[src/rtl/vga_native_arb.sv]
// vga_native_arb: arbitrates one synchronous-read memory between host native slots and display fetch
// Ports: clk/arst_n (sync, active-low); host write strobe hw_*; host read strobe hr_* with
// hr_data/hr_valid; host_busy; sticky err_ovf cleared by err_clr; display disp_req/disp_addr
// with disp_gnt, disp_rdata/disp_rvalid; memory side mem_en/mem_we/mem_addr/mem_wdata/mem_rdata.
// Optional (VGA_NATIVE_ARB_STATS_EN): stats_clr input and 16-bit saturating disp_stall_cnt output.
module vga_native_arb #(
  parameter int ADDR_W   = 10,
  parameter int DATA_W   = 32,
  parameter int MAX_WAIT = 8
) (
  input  logic              clk,
  input  logic              arst_n,
`ifdef VGA_NATIVE_ARB_STATS_EN
  input  logic              stats_clr,
  output logic [15:0]       disp_stall_cnt,
`endif
  input  logic              hw_en,
  input  logic [ADDR_W-1:0] hw_addr,
  input  logic [DATA_W-1:0] hw_data,
  input  logic              hr_en,
  input  logic [ADDR_W-1:0] hr_addr,
  output logic [DATA_W-1:0] hr_data,
  output logic              hr_valid,
  output logic              host_busy,
  output logic              err_ovf,
  input  logic              err_clr,
  input  logic              disp_req,
  input  logic [ADDR_W-1:0] disp_addr,
  output logic              disp_gnt,
  output logic [DATA_W-1:0] disp_rdata,
  output logic              disp_rvalid,
  output logic              mem_en,
  output logic              mem_we,
  output logic [ADDR_W-1:0] mem_addr,
  output logic [DATA_W-1:0] mem_wdata,
  input  logic [DATA_W-1:0] mem_rdata
);
  typedef enum logic [1:0] {G_NONE, G_DISP, G_HW, G_HR} gnt_t;
  localparam logic [7:0] MW = 8'(MAX_WAIT);
  logic              w_full, r_full, ovf_q, rd_v, rd_host, host_ok, w_take, r_take, w_ovf, r_ovf;
  logic [ADDR_W-1:0] w_addr, r_addr;
  logic [DATA_W-1:0] w_data, hr_hold, disp_hold;
  logic [7:0]        wait_cnt;
  gnt_t              gnt;
  // Grants are forced off while reset is held so every output reads 0 during reset.
  always_comb begin
    host_ok   = !disp_req || wait_cnt == MW;
    gnt       = !arst_n ? G_NONE :
                (w_full && host_ok) ? G_HW :
                (r_full && host_ok) ? G_HR :
                (disp_req && wait_cnt < MW) ? G_DISP : G_NONE;
    w_take    = hw_en && (!w_full || gnt == G_HW);
    r_take    = hr_en && (!r_full || gnt == G_HR);
    w_ovf     = hw_en && w_full && gnt != G_HW;
    r_ovf     = hr_en && r_full && gnt != G_HR;
    mem_en    = gnt != G_NONE;
    mem_we    = gnt == G_HW;
    mem_addr  = gnt == G_HW ? w_addr : gnt == G_HR ? r_addr : gnt == G_DISP ? disp_addr : '0;
    mem_wdata = gnt == G_HW ? w_data : '0;
    disp_gnt  = gnt == G_DISP;
    hr_valid    = arst_n && rd_v && rd_host;
    disp_rvalid = arst_n && rd_v && !rd_host;
    // Read data passes straight through in its valid cycle, then holds.
    hr_data     = !arst_n ? '0 : hr_valid ? mem_rdata : hr_hold;
    disp_rdata  = !arst_n ? '0 : disp_rvalid ? mem_rdata : disp_hold;
    host_busy   = arst_n && (w_full || r_full);
    err_ovf     = arst_n && ovf_q;
  end
  always_ff @(posedge clk) begin
    if (!arst_n) begin
      w_full    <= 1'b0;
      r_full    <= 1'b0;
      w_addr    <= '0;
      w_data    <= '0;
      r_addr    <= '0;
      ovf_q     <= 1'b0;
      wait_cnt  <= '0;
      rd_v      <= 1'b0;
      rd_host   <= 1'b0;
      hr_hold   <= '0;
      disp_hold <= '0;
    end else begin
      w_full <= w_take || (w_full && gnt != G_HW);
      r_full <= r_take || (r_full && gnt != G_HR);
      if (w_take) begin
        w_addr <= hw_addr;
        w_data <= hw_data;
      end
      if (r_take) r_addr <= hr_addr;
      ovf_q    <= w_ovf || r_ovf || (ovf_q && !err_clr);
      wait_cnt <= (gnt == G_HW || gnt == G_HR || (!w_full && !r_full)) ? 8'd0 :
                  wait_cnt == MW ? wait_cnt : wait_cnt + 8'd1;
      rd_v     <= gnt == G_HR || gnt == G_DISP;
      rd_host  <= gnt == G_HR;
      if (hr_valid) hr_hold <= mem_rdata;
      if (disp_rvalid) disp_hold <= mem_rdata;
    end
  end
`ifdef VGA_NATIVE_ARB_STATS_EN
  logic [15:0] stall_q;
  always_ff @(posedge clk) begin
    if (!arst_n || stats_clr) stall_q <= '0;
    else if (disp_req && !disp_gnt && stall_q != 16'hFFFF) stall_q <= stall_q + 16'd1;
  end
  assign disp_stall_cnt = arst_n ? stall_q : '0;
`endif
endmodule

[config.mk]
export PLATFORM = sky130hd
export DESIGN_NAME = vga_native_arb
export DESIGN_NICKNAME = d
export VERILOG_FILES = /design/src/rtl/vga_native_arb.sv
export SDC_FILE = /design/constraint.sdc
export NUM_CORES = 1
export LEC_CHECK = 0
export BUFFER_PORTS_ARGS = -buffer_cell sky130_fd_sc_hd__buf_4
export CORE_MARGIN = 3
export CORE_UTILIZATION = 43
export DETAILED_ROUTE_END_ITERATION = 8
export GPL_TIMING_DRIVEN = 0
export HOLD_SLACK_MARGIN = 0.02
export PLACE_DENSITY_LB_ADDON = 0.2
export SLEW_MARGIN = 10
export SYNTH_ARGS = -nofsm -noshare
export SYNTH_HDL_FRONTEND = slang
export SYNTH_SLANG_ARGS = --single-unit
[constraint.sdc]
create_clock -name clk -period 1.8 [get_ports clk]
set_input_delay 0.09 -clock clk [delete_from_list [all_inputs] [get_ports clk]]
set_output_delay 0.09 -clock clk [all_outputs]
set_load 0.03 [all_outputs]
==> key figures <==
Floorplan
  • Starting Density: 0.4470
  • Site row count: 39
  • Die Height: around 120 um
  • Die W: 115.7 um
  • Core area: 0.01156 mm^2
  • Die area: around 0.013 mm^2
  • I/O pins: 213

Min path
  • Worst Hold Depth: 4
  • WHS Endpoint: ovf_q
  • Tightest Hold Check Type: in2reg
  • Min-Delay Startpoint: err_clr

Place
  • Placed cells: 1001
  • Dpl hpwl: ~11 mm
  • Placer Congestion: approximately 0.8
  • # port buffers: 211

Power and ir drop
  • Pwr/cell area: 811.6 mW/mm^2
  • Sw Share: 0.2853
  • Leak: 4.657 nW
  • Combinational share of power: 0.220
  • Reg power frac: 0.360
  • Pint: approximately 0.0062 W
  • Worst vdd ir: around 0.00060 V
  • Clock share of power: 0.420
  • NetSw: 0.002475 W

Global route
  • Vias in the first global route: 6818
  • Largest net degree at the start of global routing: 17
  • First-pass GRT wire length: 34.01 mm
  • Grt total ovfl: 0
  • Gr usage total: 0.3230
  • Initial antenna violation count: 0

Timing
  • Setup Skew: 0.01077 ns
  • Final Hold Viols: 0
  • Max Freq: 374.3 MHz
  • Relative slew margins: 0.5248
  • Final WS setup: -0.8716 ns
  • Pins Over Slew Limit: 0
  • Tcrit/Tclk final: 1.484
  • Setup TNS: -57.48 ns
  • Tmin final: 2.672 ns
  • Final Setup Violations: 110
  • RSZ-0062 raised after global routing: true
  • Worst-margin pin slew: 0.7128 ns

Clocking
  • CTS Sinks: around 130
  • CTS tree: yes
  • Clk Tree Root Cell: clkbuf_16
  • Reg clk slew, reported paths: ~0.06 ns
  • TritonCTS Buffers: 17
  • Clock Tree Buf Depth: 2
  • Worst skew pair latency: 0.42 ns
  • CTS H-Tree Depth: 4

Layout
  • Area of the multi-input gates: ~0.0033 mm^2
  • Reg area: ~0.0026 mm^2
  • Non-Filler Instances: 1186
  • NumNets Final: 1131
  • Core Util, Final: 0.9243
  • Layout area overhead: 106.8%
  • Fill count: 340
  • Layout cells sized above 1: 0.5182

Synth
  • Synth cell count leaders: nand2_1, dfxtp_1, o21ai_0
  • Distinct cells, synth: 34
  • Area contributors post-synth: dfxtp_1, nand2_1, o21ai_0, a21boi_1, and2_1
  • Mean post-synth cell area: between 7 and 8 um^2
  • Register bit total from synthesis: 129
  • Yosys top cell area share: 0.4995
  • Most common cell in the synthesized netlist: nand2_1
  • Top_reg_cell synth: dfxtp_1
  • Syn Inst Count: 647
  • Synthesized area: around 0.0052 mm^2
  • Synth warn: 0
  • Synth Net Count: 749
  • Top cell type by total area after synthesis: dfxtp_1
  • Seq/Total Area, Yosys: 0.4995
  • Synth async-reset ratio: 0
  • EDFF count, synth: 0

Worst setup path
  • CP bufs+invs: 4
  • Critical Path AT: 2.58 ns
  • Worst reg2reg path depth: 9
  • FF-to-FF setup slack: -0.45 ns
  • Critical Path Max Stage Delay: approximately 0.60 ns
  • Crit. End Element: primary output
  • Worst EP required: 1.71 ns
  • Reg-to-Reg End: w_data[18]
  • CP cell instances: or4_4 -> buf_6 -> o21ai_4 -> nand2_4 -> nor2b_4 -> buf_6 -> buf_6 -> and2_4 -> buf_6
  • Crit Path Category: reg2out
  • FF-to-FF Start: wait_cnt[7]
  • Crit path max-delay cell type: or4_4
  • Startpoint types: register
  • CP max FO: 5
  • CP dominant cell by count: buf_6
  • Top delay family on crit path: simple AND/OR/NAND/NOR gates

Route
  • WL met2: roughly 14 mm
  • WL final: 27.95 mm
  • Met3 WL: 2.494 mm
  • Top layer in use: met4
  • WL/cell: roughly 24 um
  • Routed Antenna Nets: 0
  • Post-Route M1 WL: around 9.6 mm
  • DRT iter0 DRCs: around 640
  • Residual DRC: 0
  • Vias: 6870
  • Pre-antenna DRT Iters: 8
  • Routed vias/inst: 5.793

Status
  • Outcome: finished, violations left
  • Violated checks: negative setup slack

Flow run
  • Max Cap Violations: 0
-- power groups by stage --
stage / clock, W / combinational (W) / sequential, W
after global routing: 0.00374 / 0.00198 / 0.00313
after detailed placement: 0 / 0.00108 / 0.00314
after global placement: 0 / 0.00106 / 0.00313
after CTS: 0.00355 / 0.00160 / 0.00308
final: 0.00364 / 0.00191 / 0.00312
after floorplan: 0 / 0.000648 / 0.00312
-- layer usage --
layer / vias up / track usage
met4: 0 / 0.1609
met1: 3269 / 0.3345
met2: 535 / 0.6022
li1: 2884 / -
met5: - / 0
met3: 182 / 0.08146
-- state kept, by name, summed over array words and instances (netlist names) --
name and cells:
disp_hold 32, hr_hold 32, w_data 32, r_addr 10, w_addr 10, wait_cnt 8, ovf_q 1, r_full 1
rd_host 1, rd_v 1, w_full 1
-- cells by family after synthesis --
logic type / after synthesis / share of synthesized area
muxes: 10 / 0.01936
AOI/OAI and AO/OA: 138 / 0.1658
and+or+nand+nor: 310 / 0.2548
DFF: 129 / 0.4995
xor gates and xnor gates: 6 / 0.01016
buffers and inverters: 52 / 0.04550
adders and majority gates: 2 / 0.004839
-- final cells by class --
class | instances | share of cell area
clock inverters | 12 | 0.01463
clock buffers | 20 | 0.04273
flip-flops and latches | 129 | 0.2423
repair buffers | 366 | 0.3278
multi-input cells | 466 | 0.3103
well taps | 143 | 0.01674
diodes | 1 | 0.0002341
inverters | 7 | 0.002458
plain buffers | 42 | 0.04284
-- cell usage in the layout, fill, tap and decap left out, types with 5 or more instances in the layout --
cell type      instances
buf_4                159
dfxtp_2                6
inv_1                  6
buf_8                 11
and2_4                32
buf_6                120
clkbuf_1               9
dlygate4sd3_1         86
nand2_4               18
nand2_1              204
o21ai_1               17
a21boi_2              18
nand2_2               18
nand3_2               10
nor2_1                 9
buf_12                 8
a21boi_1              25
mux2i_4                9
clkbuf_16             22
xor2_1                 5
clkbuf_2               8
nand3_1                6
o21ai_2               49
o21ai_4               20
dfxtp_1              123
-- worst register-to-register path, delay by kind of cell, from the launching register on --
family	cells	cell delay, ns
AOI/OAI and AO/OA	3	0.68
buffers and inverters	4	0.49
and+or+nand+nor	2	0.66
DFF	1	0.33
-- repair_timing --
action,in CTS,in global routing
setup endpoints to repair,164,173
hold endpoints to repair,118,0
gates resized for setup,276,155
cloned,13,2
pin swaps,63,47
setup buffers,40,19
hold buffers,86,0
-- how the worst max path moves through the flow --
stage | start | to | slack [ns] | cells past startpoint
floorplan | wait_cnt[7] | mem_addr[1] | -0.17 | 6
global placement | wait_cnt[7] | mem_addr[1] | -0.40 | 7
detailed placement | wait_cnt[7] | mem_addr[1] | -0.40 | 7
CTS | wait_cnt[7] | mem_addr[7] | -0.77 | 8
global route | wait_cnt[5] | mem_wdata[4] | -0.93 | 9
finish | wait_cnt[7] | mem_wdata[4] | -0.87 | 9
-- metrics by stage --
step	instance area (um^2)	hold slack [ns]	setup WS [ns]	total power [W]
global placement	7224	0.3117	-0.4033	0.004191
CTS	10040	0.06402	-0.7685	0.008233
finish	10690	0.09770	-0.8716	0.008676
global route	10690	0.1312	-0.9273	0.008842
floorplan	5461	0.2204	-0.1698	0.003766
detailed placement	7224	0.3270	-0.4007	0.004216
No activity file was read; power rests on OpenSTA's default activity.
